==> config.mk <==
export PLATFORM = sky130hd
export DESIGN_NAME = gamepad_events_flat
export DESIGN_NICKNAME = d
export VERILOG_FILES = /design/src/rtl/gamepad_events_if.sv /design/src/rtl/gamepad_events.sv /design/src/flat_wrapper.sv
export SDC_FILE = /design/constraint.sdc
export NUM_CORES = 1
export LEC_CHECK = 0
export BUFFER_PORTS_ARGS = -buffer_cell sky130_fd_sc_hd__buf_2
export CELL_PAD_IN_SITES_DETAIL_PLACEMENT = 0
export CELL_PAD_IN_SITES_GLOBAL_PLACEMENT = 1
export CORE_MARGIN = 5
export CORE_UTILIZATION = 35
export CTS_BUF_LIST = sky130_fd_sc_hd__clkbuf_8 sky130_fd_sc_hd__clkbuf_16
export DETAILED_ROUTE_END_ITERATION = 12
export GPL_ROUTABILITY_DRIVEN = 0
export HOLD_SLACK_MARGIN = 0.15
export PLACE_DENSITY = 0.65
export SLEW_MARGIN = 15
export SYNTH_ARGS = -nofsm -noshare
export SYNTH_HDL_FRONTEND = slang
export SYNTH_SLANG_ARGS = --single-unit
==> constraint.sdc <==
create_clock -name clk -period 11.01 [get_ports clk]
set_clock_uncertainty 0.1 [all_clocks]
set_input_delay 1.101 -clock clk [delete_from_list [all_inputs] [get_ports clk]]
set_output_delay 1.101 -clock clk [all_outputs]
set_load 0.01 [all_outputs]
==> src/rtl/gamepad_events_if.sv <==
// rtl/gamepad_events_if.sv - valid/ready event stream carrying {pressed, pad, button}
interface gamepad_events_if;
  logic       ev_valid;
  logic       ev_ready;
  logic [6:0] ev_data;

  modport master (output ev_valid, output ev_data, input ev_ready);
  modport slave  (input ev_valid, input ev_data, output ev_ready);
endinterface

==> src/rtl/gamepad_events.sv <==
// rtl/gamepad_events.sv - frame diff of four pad words into a press/release event FIFO
module gamepad_events #(
  parameter int          FIFO_DEPTH  = 16,
  parameter bit          ACTIVE_LOW  = 1'b1,
  parameter logic [15:0] BUTTON_MASK = 16'h0FFF
) (
  input  logic                          clk,
  input  logic                          rst,
  input  logic [15:0]                   gp1,
  input  logic [15:0]                   gp2,
  input  logic [15:0]                   gp3,
  input  logic [15:0]                   gp4,
  input  logic                          gp_data_ready,
  gamepad_events_if.master              ev,
  output logic [$clog2(FIFO_DEPTH):0]   ev_count,
  output logic [63:0]                   buttons,
  output logic                          overflow,
  output logic                          missed,
  input  logic                          clr_status
);

  localparam int AW = $clog2(FIFO_DEPTH);
  localparam int CW = AW + 1;

  typedef enum logic {IDLE, SCAN} state_e;

  state_e        state_q;
  logic          rdy_q;
  logic [5:0]    idx_q;
  logic [63:0]   snap_q;
  logic [63:0]   prev_q;
  logic [63:0]   buttons_q;
  logic          overflow_q;
  logic          missed_q;

  logic [6:0]    mem_q [FIFO_DEPTH];
  logic [AW-1:0] wr_ptr_q;
  logic [AW-1:0] rd_ptr_q;
  logic [CW-1:0] count_q;
  logic [CW-1:0] count_d;

  logic [63:0]   raw;
  logic [63:0]   cur;
  logic          new_frame;
  logic          scan_diff;
  logic          full;
  logic          pop;
  logic          do_push;

  assign raw       = {gp4, gp3, gp2, gp1};
  assign cur       = (ACTIVE_LOW ? ~raw : raw) & {4{BUTTON_MASK}};
  assign new_frame = gp_data_ready & ~rdy_q;
  assign scan_diff = (state_q == SCAN) && (snap_q[idx_q] != prev_q[idx_q]);
  // Fullness is judged before this cycle's pop, so a push into a full FIFO is always dropped.
  assign full      = (count_q == CW'(FIFO_DEPTH));
  assign pop       = (count_q != '0) & ev.ev_ready;
  assign do_push   = scan_diff & ~full;

  always_ff @(posedge clk) begin
    if (rst) begin
      state_q    <= IDLE;
      rdy_q      <= 1'b0;
      idx_q      <= '0;
      snap_q     <= '0;
      prev_q     <= '0;
      buttons_q  <= '0;
      overflow_q <= 1'b0;
      missed_q   <= 1'b0;
    end else begin
      rdy_q <= gp_data_ready;
      if (clr_status) begin
        overflow_q <= 1'b0;
        missed_q   <= 1'b0;
      end
      if (scan_diff && full) overflow_q <= 1'b1;
      case (state_q)
        IDLE: begin
          if (new_frame) begin
            snap_q  <= cur;
            idx_q   <= '0;
            state_q <= SCAN;
          end
        end
        SCAN: begin
          if (new_frame) missed_q <= 1'b1;
          idx_q <= idx_q + 6'd1;
          if (idx_q == 6'd63) begin
            prev_q    <= snap_q;
            buttons_q <= snap_q;
            state_q   <= IDLE;
          end
        end
        default: state_q <= IDLE;
      endcase
    end
  end

  always_comb begin
    count_d = count_q;
    case ({do_push, pop})
      2'b10:   count_d = count_q + CW'(1);
      2'b01:   count_d = count_q - CW'(1);
      default: count_d = count_q;
    endcase
  end

  always_ff @(posedge clk) begin
    if (rst) begin
      wr_ptr_q <= '0;
      rd_ptr_q <= '0;
      count_q  <= '0;
    end else begin
      if (do_push) wr_ptr_q <= wr_ptr_q + AW'(1);
      if (pop)     rd_ptr_q <= rd_ptr_q + AW'(1);
      count_q <= count_d;
    end
  end

  always_ff @(posedge clk) begin
    if (do_push) mem_q[wr_ptr_q] <= {snap_q[idx_q], idx_q};
  end

  assign ev.ev_valid = (count_q != '0);
  assign ev.ev_data  = mem_q[rd_ptr_q];
  assign ev_count    = count_q;
  assign buttons     = buttons_q;
  assign overflow    = overflow_q;
  assign missed      = missed_q;

endmodule

==> src/flat_wrapper.sv <==
// flat-port wrapper written by rule: the top's interface ports become plain ports
module gamepad_events_flat 
#(
  parameter int          FIFO_DEPTH  = 16,
  parameter bit          ACTIVE_LOW  = 1'b1,
  parameter logic [15:0] BUTTON_MASK = 16'h0FFF
)
  (clk, rst, gp1, gp2, gp3, gp4, gp_data_ready, ev_count, buttons, overflow, missed, clr_status, ev_ev_valid, ev_ev_data, ev_ev_ready);
  gamepad_events_if ev_i ();
  input  logic clk;
  input  logic rst;
  input  logic [15:0] gp1;
  input  logic [15:0] gp2;
  input  logic [15:0] gp3;
  input  logic [15:0] gp4;
  input  logic gp_data_ready;
  output logic [$clog2(FIFO_DEPTH):0] ev_count;
  output logic [63:0] buttons;
  output logic overflow;
  output logic missed;
  input  logic clr_status;
  output wire logic [$bits(ev_i.ev_valid)-1:0] ev_ev_valid;
  output wire logic [$bits(ev_i.ev_data)-1:0] ev_ev_data;
  input wire logic [$bits(ev_i.ev_ready)-1:0] ev_ev_ready;
  assign ev_ev_valid = ev_i.ev_valid;
  assign ev_ev_data = ev_i.ev_data;
  assign ev_i.ev_ready = ev_ev_ready;
  gamepad_events #(.FIFO_DEPTH(FIFO_DEPTH), .ACTIVE_LOW(ACTIVE_LOW), .BUTTON_MASK(BUTTON_MASK)) u_core (.clk(clk), .rst(rst), .gp1(gp1), .gp2(gp2), .gp3(gp3), .gp4(gp4), .gp_data_ready(gp_data_ready), .ev(ev_i), .ev_count(ev_count), .buttons(buttons), .overflow(overflow), .missed(missed), .clr_status(clr_status));
endmodule
# Yosys cells after proc, flatten, opt, wreduce, memory -nomap -nowiden
# Memories as Yosys holds them, arrays and structs flattened. A register that Yosys moved wholly into a read port is not among the register bits.
# Cells that the tools add are included.
# op_classes
order_cmp	1
n_addsub	5
n_mux	19
n_bitwise	7
reduce_logical	7
eq_ne	6
# ops
cell	n
$not 60->60	1
$bmux 1 s6	2
$pmux 6 s2	1
$mux 1	11
$pmux 5 s2	1
$add 4x1->4 const B	2
$mux 4	2
$lt 6x7->1 const B	1
$add 6x1->6 const B	1
$eq 6x6->1 const B	1
$mux 6	1
$add 5x1->5 const B	1
$eq 5x5->1 const B	1
$reduce_bool 5->1	1
$sub 5x1->5 const B	1
$reduce_and 2->1	2
$reduce_bool 2->1	2
$and 1x1->1	3
$not 1->1	3
$eq 2x1->1 const B	1
$eq 2x2->1 const B	1
$logic_and 1x1->1	2
$ne 2x1->1 const B	1
$pmux 1 s2	1
$ne 1x1->1	1
# word_totals
output_inout_bits	79
mem_bits_rw	112
regBits	119
inputBits	69
word_cells	56
n_memories	1
# mem_list
name	depth	width	rd	rd_clocked_by_memory_dff	wr	line_no	text
u_core.mem_q	16	7	1	1	1	gamepad_events.sv:36	logic [6:0] mem_q [FIFO_DEPTH];

# Longest topological paths before layout
# logic_depth
depth_word	7
mapped_depth	22
ltp_nobuf	17

# Least setup slack after synthesis
# OpenSTA, ideal clock, no wires.
# synth_timing
path_type	register -> register
from	register u_core.idx_q[0]
to	register u_core.count_q[4] (netlist: u_core.ev_count[4])
path_stages_with_launch	19
synth_period_minus_slack_ns	4.218
arrival_time_ns	3.990
path_buffers	4
setup_ns	0.128
required_ns	10.782
path_slack_ns	6.792
path_cell_list	dfxtp_1 buf_6 buf_6 mux4_2 mux4_2 a21oi_2 xnor2_1 nor2_1 buf_2 inv_1 ha_1 clkbuf_1 xor2_1 ha_1 a21oi_1 a32oi_1 a21oi_1 xnor2_1 nor2_1
# synth_between
elab_chain_len	7
word_cells_on_any_way	11
classes_between	eq/ne (3); mux (5); bitwise (1); reduce/logical (2)
# synth_rtl
item	line_no	text
from (decl)	gamepad_events.sv:29	logic [5:0] idx_q;
from (signal assigned)	gamepad_events.sv:86	idx_q <= idx_q + 6'd1;
$bmux 1 s6	gamepad_events.sv:53	assign scan_diff = (state_q == SCAN) && (snap_q[idx_q] != prev_q[idx_q]);
$mux 1 (not written as such)	gamepad_events.sv:53	
$ne 1x1->1 *	gamepad_events.sv:53	
$logic_and 1x1->1 *	gamepad_events.sv:53	
$and 1x1->1 *	gamepad_events.sv:57	assign do_push = scan_diff & ~full;
$eq 2x1->1 or $eq 2x2->1 (tied branches)	gamepad_events.sv:100	case ({do_push, pop})
$pmux 5 s2 or $reduce_bool 2->1 (tied branches)	n/a	
to (signal assigned)	gamepad_events.sv:115	count_q <= count_d;
to (decl)	gamepad_events.sv:39	logic [CW-1:0] count_q;
# Every way passes the cells marked *; elsewhere a longest branch is shown, timed or not. The select of a mux whose other input is x is not followed.
# A chain may end at the register's enable or synchronous reset.

# Worst setup path in the final report
# Same ends and word-level chain as after synthesis.

==> summary.txt <==
Layout
  – Layout fillers: about 2.6k
  – Layout cell share with drive strength beyond 1: 0.237
  – Final net count: 975
  – Area grow syn2layout: 17.5%
  – Number of diodes: 0
  – Most frequent cells in the layout: dfxtp_1 (120), buf_2 (114), edfxtp_1 (112)
  – Commonest non-fill, non-tap cell in the layout: dfxtp_1

Power and ir drop
  – Clock share of power: 0.425
  – Power Internal: ~1600 µW
  – Post-layout total power: between 2000 and 2500 µW
  – VDD IR max: 0.0918 mV
  – Gate power share: 0.100
  – Net Sw Power: between 400 and 500 µW
  – Pleak: 0.00408 µW
  – PD cells: 180 nW/µm²
  – Switching Share: 0.231
  – Sequential share of power: 0.475

Timing
  – F_max: 0.185 GHz
  – RSZ-0062 raised after global routing: no
  – Max-slew violation count: 0
  – Tcrit/Tclk final: 0.492
  – Setup total negative slack: 0 ns
  – Setup-failing EPs final: 0
  – Min Tclk post-route: 5.42 ns
  – Slew HR: 0.315
  – Actual slew at the worst max-slew pin: 1.03 ns
  – Final Hold Vio Count: 0

Critical path
  – Worst setup path startpoint: u_core.idx_q[0]$_SDFFE_PP0P_
  – CP Capture Type: flop
  – CP Max Fanout: 33
  – CP Data Required Time: ~11 ns
  – Crit-path cells: buf_4 > mux4_2 > mux4_2 > a21oi_1 > xnor2_1 > nor2_1 > inv_1 > ha_1 > xor2_1 > ha_1 > a21oi_1 > a32oi_1 > a21oi_1 > xnor2_1 > nor2_1
  – FF-to-FF path depth: 15
  – Startpoint types: flop
  – Slowest cell on the critical path: nor2_1
  – Crit-path most repeated cell: a21oi_1
  – Flop2flop setup slack: 5.59 ns
  – Critical path class: reg -> reg
  – Worst r2r dst: u_core.ev_count[4]$_SDFFE_PP0P_
  – Crit path largest cell delay: roughly 0.67 ns
  – Reg2reg start: u_core.idx_q[0]$_SDFFE_PP0P_
  – Critical Path AT: 5.68 ns

Detailed routing
  – # DRC: 0
  – Initial DRT Pass Iterations: 5
  – Drt wl/cell: 17.5 µm
  – Total number of vias: ~6.3k
  – Starting DRT DRC Count: 333
  – DR vias/cell: between 4 and 5
  – Post-route ant nets: 0
  – Routed Wire Length: between 20,000 and 25,000 µm

Global route
  – Top Usage Layer GRT: met2
  – Antenna violations before repair: 0
  – Met2 Usage GRT: 0.232
  – Gr ovfl total: 0
  – GRT met1 Usage: 0.205
  – First-pass GRT wire length: 36,100 µm
  – Largest net degree at the start of global routing: 100
  – Gr usage total: 0.144
  – GR Util met3: 0.0288
  – Vias in the first global route: between 6k and 7k

Clock network
  – Resize count post-CTS: 0
  – CTS Buf Count: 26
  – CTS Hold Bufs: 0
  – CTS root buffer: clkbuf_16
  – CTS sink cnt: 235
  – CTS H-tree depth: 1
  – Clk Latency, worst-skew pair: ~0.52 ns
  – CTS tree: built
  – Reg clk slew, reported paths: 0.06 ns
  – Clock tree buffer depth: 3
  – Setup Fix Bufs, Post-CTS: 0

Place
  – Count of input and output buffers: 115
  – Hpwl dp: 14,900 µm

Synthesis
  – Largest area contributor in the netlist: edfxtp_1
  – Synth Instances: 809
  – Post-synth cell types: 41
  – Post-synth top area share: 0.344
  – #FFs+latches synth: 235
  – YS warnings: 0
  – Syn Std Cell Area: 9770 µm²
  – Top post-synthesis cells by area: edfxtp_1 (34%), dfxtp_1 (25%), mux4_2 (10%), nand2_1 (4.2%), a211oi_1 (3.9%)
  – Mean post-synth cell area: around 12 µm²
  – Register area share after synthesis: 0.596

Job
  – Max-cap violations: 0

Floorplanning
  – Rows: 61
  – Die height: 177 µm
  – Width of the chip: 177 µm
  – Core Area: 27,700 µm²
  – Die area: 31,400 µm²
  – Starting Density: 0.353
  – # IOs: 148

Run status
  – Status: finished, final reports clean

Worst hold path
  – HP Class: reg -> reg
  – Worst hold start: u_core.prev_q[58]$_SDFFE_PP0P_
  – Hold path endpoint: u_core.prev_q[58]$_SDFFE_PP0P_
  – Hold Crit Depth: 2
==> cell type report <==
type | count | area [µm²] | share of cell area
inverters | 6 | 22.5 | 0.00196
clock inverters | 17 | 154 | 0.0134
multi-input cells | 506 | 3630 | 0.316
well taps | 378 | 473 | 0.0412
clock buffers | 31 | 742 | 0.0646
flip-flops and latches | 235 | 5830 | 0.508
repair buffers | 122 | 631 | 0.0549
==> flip-flops by register name, summed over array words and instances, names as in the netlist, named ones only <==
name / count
u_core.wr_ptr_q: 4
u_core.snap_q: 48
u_core.rdy_q: 1
u_core.overflow: 1
u_core.state_q: 1
u_core.idx_q: 6
u_core.ev_count: 5
u_core.prev_q: 48
u_core.mem_q: 112
u_core.rd_ptr_q: 4
u_core.missed: 1
==> cells in the mapped netlist (all sizes together) <==
| cell | number |
|---|---|
| dfxtp | 123 |
| edfxtp | 112 |
| nand2 | 109 |
| nor2 | 75 |
| a21oi | 68 |
| a211oi | 51 |
| mux4 | 45 |
| clkbuf | 44 |
| mux2i | 36 |
| buf | 33 |
| nor2b | 15 |
| nand3 | 14 |
| and3 | 10 |
| ha | 9 |
| nand4 | 7 |
| inv | 6 |
| nand2b | 6 |
| xor2 | 6 |
| a22oi | 5 |
| nor3 | 4 |
| and2 | 3 |
| and4 | 3 |
| o21ai | 3 |
| xnor2 | 3 |
| a41oi | 2 |
| mux2 | 2 |
| nor3b | 2 |
| nor4 | 2 |
| or2 | 2 |
| or3 | 2 |
| a21o | 1 |
| a221oi | 1 |
| a32oi | 1 |
| conb | 1 |
| o31ai | 1 |
| or3b | 1 |
| or4 | 1 |
==> layer usage <==
layer | part of all wire | vias up | wire (µm)
li1 | - | 3093 | -
met1 | 0.46 | 3044 | 10400
met2 | 0.47 | 147 | 10800
met3 | 0.051 | 29 | 1150
met4 | 0.017 | 0 | 389
met5 | 0 | - | 0
==> power groups by stage <==
stage / logic (µW) / clock network (µW) / registers [µW]
2_1_floorplan: 182 / 0 / 971
6_report: 207 / 879 / 983
3_5_place_dp: 211 / 0 / 1000
5_1_grt: 228 / 942 / 990
4_1_cts: 211 / 904 / 985
3_3_place_gp: 209 / 0 / 1000
==> per-stage QoR <==
stage / hold WS (ns) / cell area [µm²] / cells / util / setup WS, ns
2_1_floorplan: 0.342 / 9830 / 824 / - / 6.79
3_3_place_gp: 0.354 / 10600 / 1247 / 0.382 / 5.62
3_5_place_dp: 0.359 / 10600 / 1247 / 0.382 / 5.52
4_1_cts: 0.367 / 11500 / 1295 / 0.414 / 5.50
5_1_grt: 0.391 / 11500 / 1295 / 0.414 / 5.09
6_report: 0.365 / 11500 / 1295 / 0.414 / 5.59
==> worst max-delay path: cells and delay by family (launching register included) <==
family                     cells  cell delay, ns
AOI/OAI and AO/OA              4            0.88
xor gates and xnor gates       3            0.59
adders and majority gates      2            0.56
buffers and inverters          2            0.68
DFF                            1            0.60
muxes                          2            1.08
and+or+nand+nor                2            0.72
==> cell families (layout without fill, tap and decap cells) <==
logic type,Yosys count,in the layout,synth area share
simple gates,256,256,0.116
flops,235,235,0.596
compound gates,133,133,0.0849
mux,83,83,0.143
buf+inv,83,176,0.0403
fa+ha+maj,9,9,0.0115
xor+xnor,9,9,0.00807
other cells,1,16,0.000384
==> worst max path at each step <==
| stage | endpoint | slack [ns] |
|---|---|---|
| final | u_core.ev_count[4]$_SDFFE_PP0P_ | 5.59 |
| after global routing | u_core.ev_count[4]$_SDFFE_PP0P_ | 5.09 |
| after CTS | u_core.ev_count[4]$_SDFFE_PP0P_ | 5.50 |
| after floorplan | u_core.ev_count[4]$_SDFFE_PP0P_ | 6.79 |
| after detailed placement | u_core.ev_count[4]$_SDFFE_PP0P_ | 5.52 |
| after global placement | u_core.ev_count[4]$_SDFFE_PP0P_ | 5.62 |
Note: power is estimated with default switching activity, not from simulation.
